$ cat src/rtl/rx_pkg.sv
// Shared defaults and frame geometry for the UART receive datapath.
// RX_PARITY_EN adds one even-parity bit to every frame.
package rx_pkg;

  localparam int DEF_BAUD_DIV  = 5208;
  localparam int DEF_DATA_BITS = 8;

`ifdef RX_PARITY_EN
  localparam int PARITY_BITS = 1;
`else
  localparam int PARITY_BITS = 0;
`endif

  // Bits captured after the start bit: data, optional parity, stop.
  function automatic int frame_bits(input int data_bits);
    return data_bits + PARITY_BITS + 1;
  endfunction

  function automatic int cnt_width(input int baud_div);
    return $clog2(baud_div);
  endfunction

endpackage

$ cat src/rtl/rx_sync.sv
// Two-flop synchronizer for the asynchronous rx line; resets to the idle (high) level.
module rx_sync (
  input  logic clk,
  input  logic rst,
  input  logic rx,
  output logic rx_s
);

  logic meta_q, meta_d;
  logic sync_q, sync_d;

  always_comb begin
    meta_d = rx;
    sync_d = meta_q;
  end

  always_ff @(posedge clk) begin
    if (!rst) begin
      meta_q <= 1'b1;
      sync_q <= 1'b1;
    end else begin
      meta_q <= meta_d;
      sync_q <= sync_d;
    end
  end

  assign rx_s = sync_q;

endmodule

$ cat src/rtl/rx_datapath.sv
// UART receive datapath driven by the RX control FSM (start/doit): bit timing, frame
// capture and the data/rdy/error holding registers. Define RX_PARITY_EN for parity and perr.
module rx_datapath
  import rx_pkg::*;
#(
  parameter int BAUD_DIV  = DEF_BAUD_DIV,
  parameter int DATA_BITS = DEF_DATA_BITS
) (
  input  logic                 clk,
  input  logic                 rst,
  input  logic                 rx,
  output logic                 rx_s,
  input  logic                 start,
  input  logic                 doit,
  output logic                 btu,
  output logic                 done,
  output logic [DATA_BITS-1:0] data,
  output logic                 rdy,
  input  logic                 rd,
  output logic                 ferr,
`ifdef RX_PARITY_EN
  output logic                 perr,
`endif
  output logic                 oerr
);

  localparam int FRAME_BITS = frame_bits(DATA_BITS);
  localparam int CW         = cnt_width(BAUD_DIV);
  localparam int BW         = $clog2(FRAME_BITS + 1);
  localparam logic [CW-1:0] TGT_FULL = CW'(BAUD_DIV - 1);
  localparam logic [CW-1:0] TGT_HALF = CW'(BAUD_DIV / 2 - 1);

  logic [CW-1:0]         cnt_q, cnt_d;
  logic [BW-1:0]         bit_cnt_q, bit_cnt_d;
  logic [FRAME_BITS-1:0] shreg_q, shreg_d;
  logic [DATA_BITS-1:0]  data_q, data_d;
  logic                  rdy_q, rdy_d;
  logic                  ferr_q, ferr_d;
  logic                  oerr_q, oerr_d;
  logic                  done_q, done_d;
  logic                  load;

  rx_sync u_sync (
    .clk  (clk),
    .rst  (rst),
    .rx   (rx),
    .rx_s (rx_s)
  );

  // Half a bit time while centring on the start bit, a full bit time afterwards.
  assign btu  = rst && doit && (cnt_q == (start ? TGT_HALF : TGT_FULL));
  assign done = rst && doit && (bit_cnt_q == BW'(FRAME_BITS));
  assign load = done && !done_q;

  always_comb begin
    cnt_d     = (!doit || btu) ? '0 : cnt_q + 1'b1;
    bit_cnt_d = bit_cnt_q;
    shreg_d   = shreg_q;
    if (!doit) begin
      bit_cnt_d = '0;
    end else if (btu && !start) begin
      bit_cnt_d = bit_cnt_q + 1'b1;
      shreg_d   = {rx_s, shreg_q[FRAME_BITS-1:1]};
    end

    done_d = done;
    data_d = data_q;
    rdy_d  = rdy_q;
    ferr_d = ferr_q;
    oerr_d = oerr_q;
    // A load overrides a coincident rd so a fresh byte is never lost.
    if (load) begin
      data_d = shreg_q[DATA_BITS-1:0];
      rdy_d  = 1'b1;
      ferr_d = !shreg_q[FRAME_BITS-1];
      oerr_d = rdy_q && !rd;
    end else if (rd) begin
      rdy_d  = 1'b0;
      oerr_d = 1'b0;
    end
  end

  always_ff @(posedge clk) begin
    if (!rst) begin
      cnt_q     <= '0;
      bit_cnt_q <= '0;
      shreg_q   <= '0;
      data_q    <= '0;
      rdy_q     <= 1'b0;
      ferr_q    <= 1'b0;
      oerr_q    <= 1'b0;
      done_q    <= 1'b0;
    end else begin
      cnt_q     <= cnt_d;
      bit_cnt_q <= bit_cnt_d;
      shreg_q   <= shreg_d;
      data_q    <= data_d;
      rdy_q     <= rdy_d;
      ferr_q    <= ferr_d;
      oerr_q    <= oerr_d;
      done_q    <= done_d;
    end
  end

`ifdef RX_PARITY_EN
  logic perr_q, perr_d;

  // Even parity: data plus parity bit XOR to zero on a clean frame.
  always_comb begin
    perr_d = perr_q;
    if (load) begin
      perr_d = ^shreg_q[DATA_BITS:0];
    end
  end

  always_ff @(posedge clk) begin
    if (!rst) begin
      perr_q <= 1'b0;
    end else begin
      perr_q <= perr_d;
    end
  end

  assign perr = perr_q;
`endif

  assign data = data_q;
  assign rdy  = rdy_q;
  assign ferr = ferr_q;
  assign oerr = oerr_q;

endmodule
$ cat config.mk
export PLATFORM = sky130hd
export DESIGN_NAME = rx_datapath
export DESIGN_NICKNAME = d
export VERILOG_FILES = /design/src/rtl/rx_pkg.sv /design/src/rtl/rx_sync.sv /design/src/rtl/rx_datapath.sv
export SDC_FILE = /design/constraint.sdc
export NUM_CORES = 1
export LEC_CHECK = 0
export CAP_MARGIN = 20
export CORE_ASPECT_RATIO = 0.8
export CORE_MARGIN = 1.5
export CORE_UTILIZATION = 50
export CTS_CLUSTER_SIZE = 24
export DETAILED_ROUTE_END_ITERATION = 6
export PLACE_DENSITY_LB_ADDON = 0.25
export SLEW_MARGIN = 10
export SYNTH_ARGS = -nofsm -noshare
export SYNTH_HDL_FRONTEND = slang
export SYNTH_HIERARCHICAL = 1
export SYNTH_SLANG_ARGS = --single-unit
$ cat constraint.sdc
create_clock -name clk -period 2.7 [get_ports clk]
set_input_delay 0.54 -clock clk [delete_from_list [all_inputs] [get_ports clk]]
set_output_delay 0.54 -clock clk [all_outputs]
set_load 0.02 [all_outputs]
==> flow_summary.json <==
{
  "crit_path_end_kind": "primary output",
  "cts_tree": "yes",
  "synth_edf_count": 0,
  "io_pins": 20,
  "fin_util_pct": 62.0,
  "cts_setup_buffers": 0,
  "netlist_instances": 187,
  "p_leak_nw": 0.697,
  "tightestPinTransition_ns": 0.569,
  "drt-initial-drc-count": 79,
  "final_antenna_net_count": 0,
  "synth_top_cell_area_share_pct": 45.0,
  "seq_area_frac_synth_pct": 45.0,
  "fmax_mhz": 396,
  "place_ws_ns": -0.101,
  "path_clk_slew_ns": 0.08,
  "ys_types": 38,
  "grt_max_degree": 21,
  "clock_skew_ns": 0.00863,
  "dieHeight_um": 56.4,
  "hold_path.class": "reg2reg",
  "numCtsBuffers": 5,
  "ctsHtreeMaxLevel": 2,
  "holdWs_ns": 0.433,
  "antenna_cells": 0,
  "clockBufferDepth": 2,
  "synth_common_cells": "40 x dfxtp_1, 23 x nor2_1, 14 x nand4_1",
  "gp_congestion": 0.825,
  "status": "completed",
  "maxSlewViolCount": 0,
  "path_cells": "clkdlybuf4s50_1 -> nor3b_2 -> a22oi_2 -> nor4_1 -> dlygate4sd2_1",
  "area_growth_syn_to_layout_pct": 19.1,
  "maxCapViolCount": 0,
  "overflow": 0,
  "initial_core_util_pct": 52.0,
  "cts_resized": 1,
  "synth_warnings": 6,
  "dp_hpwl_um": 2530,
  "synth.net_count": 196,
  "holdBufCountCts": 0,
  "drc": 0,
  "min_period_ns": 2.52,
  "cp_max_fo": 3,
  "synthArstFlopShare_pct": 0,
  "die_area_um2": 3930,
  "fp.dieW_um": 69.7,
  "setup_slack_ns": 0.176,
  "first_pass_iters": 4,
  "ir_drop_uv": 296,
  "routed_via_density": 5.76,
  "clock_latency_ns": 0.29,
  "crit_buf_inv": 2,
  "nNetsFinal": 222,
  "wire_per_inst_um": 14.6,
  "maxSlewHeadroom_pct": 62.0,
  "yosysMostFrequentCell": "dfxtp_1",
  "syn_area_um2": 1780,
  "crit_arrival_ns": 1.98,
  "first_global_vias": 1436,
  "core_region_area_um2": 3420,
  "finalCritPeriodShare_pct": 93.5,
  "path_delay_family": "buffers and inverters",
  "rows": 19,
  "avgSynthCellArea_um2": 9.52,
  "critPathKind": "in2out",
  "antenna_found_initial": 0,
  "critPathLaunchType": "primary input",
  "required_ns": 2.16,
  "cts.sinks": 40,
  "synth_largest_area_cell": "dfxtp_1",
  "via_count": 1474,
  "finalWirelength_um": 3740,
  "rsz0062_at_grt": "no",
  "layout-drive-gt1-share_pct": 13.6,
  "setup_violations": 0,
  "synth_seq_cells": 40,
  "hold_viol_final": 0,
  "synthTopCellsByArea": "dfxtp_1 45%, mux2i_1 6.7%, nand4_1 4.9%",
  "grt_pass1_wl_um": 6560,
  "fin_setup_tns_ns": 0,
  "slowest_stage": "clkdlybuf4s50_1",
  "synth_ff_type": "dfxtp_1",
  "grt.total_usage_pct": 20.6,
  "root_buffer": "clkbuf_8",
  "powerDensity_nw_per_um2": 490,
  "cpPeakStageDelay_ns": 0.48,
  "fillerInstances": 295,
  "io_buffers": 19
}
==> cell families (layout without fill, tap and decap cells) <==
logic type	Yosys count	after routing	synth area share (%)
compound gates	30	30	11.6
fa+ha+maj	3	3	2.11
simple gates	76	76	24.2
mux	12	12	6.75
buf+inv	16	43	5.41
xor+xnor	10	10	4.92
flops	40	40	45.0
==> flip-flops by register name, summed over array words and instances, names as in the netlist <==
| register | cells |
|---|---|
| bit_cnt_q | 4 |
| cnt_q | 13 |
| data | 8 |
| done_q | 1 |
| ferr | 1 |
| oerr | 1 |
| rdy | 1 |
| shreg_q | 9 |
| u_sync/meta_q | 1 |
| u_sync/rx_s | 1 |
==> worst paths after layout <==
| kind | slack (ns) | to | depth (start not counted) | start |
|---|---|---|---|---|
| worst max register to register | 0.90 | bit_cnt_q[0] | 5 | cnt_q[5] |
| worst min-delay path | 0.43 | u_sync/rx_s | 1 | u_sync/meta_q |
| worst max-delay path | 0.18 | btu | 5 | start |
| worst min register to register | 0.43 | u_sync/rx_s | 1 | u_sync/meta_q |
==> metrics by stage <==
step	cell area, um2	std cells	total power (W)
finish	2120	256	0.00104
global route	2120	256	0.00108
CTS	2120	256	0.00105
detailed placement	2030	248	0.000645
global placement	2030	248	0.000644
floorplan	1780	187	0.000624
==> cell type report <==
cell class	instances	area, um2	share of cell area (%)
Clock buffer	7	86.3	4.07
Inverter	5	18.8	0.885
Multi-Input combinational cell	131	883	41.7
Clock inverter	1	7.51	0.354
Timing Repair Buffer	30	272	12.8
Tap cell	42	52.6	2.48
Sequential cell	40	801	37.8
==> per-layer routing <==
layer | share of wire, % | track usage, % | vias to the layer above
met2 | 46 | 32.1 | 36
met5 | 0 | 0 | -
met3 | 4.4 | 5.57 | 4
met1 | 49 | 28.6 | 707
met4 | 0.78 | 4.95 | 0
li1 | - | - | 727
==> where the power goes <==
| group | switching (W) | internal, W |
|---|---|---|
| Combinational | 0.0000198 | 0.0000177 |
| Sequential | 0.00000186 | 0.000592 |
| Clock | 0.000199 | 0.000208 |
==> cell usage in the layout, fill, tap and decap left out, types with 3 or more instances in the layout <==
cell type,netlist,final
xor2_1,3,3
nand2_1,5,5
buf_4,1,11
xnor2_1,7,7
nor3_1,5,5
mux2i_1,12,12
nor2_1,23,23
o31ai_1,10,10
clkdlybuf4s50_1,0,18
clkbuf_8,3,6
dfxtp_1,40,40
ha_1,3,3
inv_1,5,5
a211oi_1,3,3
nand4_1,14,14
nand3_1,6,6
a21oi_1,12,12
nor4_1,4,4
==> worst register-to-register path, stage by stage (launching register included) <==
cell and delay (ns):
dfxtp_1 0.36, a211oi_1 0.36, nand2_1 0.15, buf_4 0.21, or4_1 0.51, a21oi_1 0.14
(Power assumes the default switching activity.)
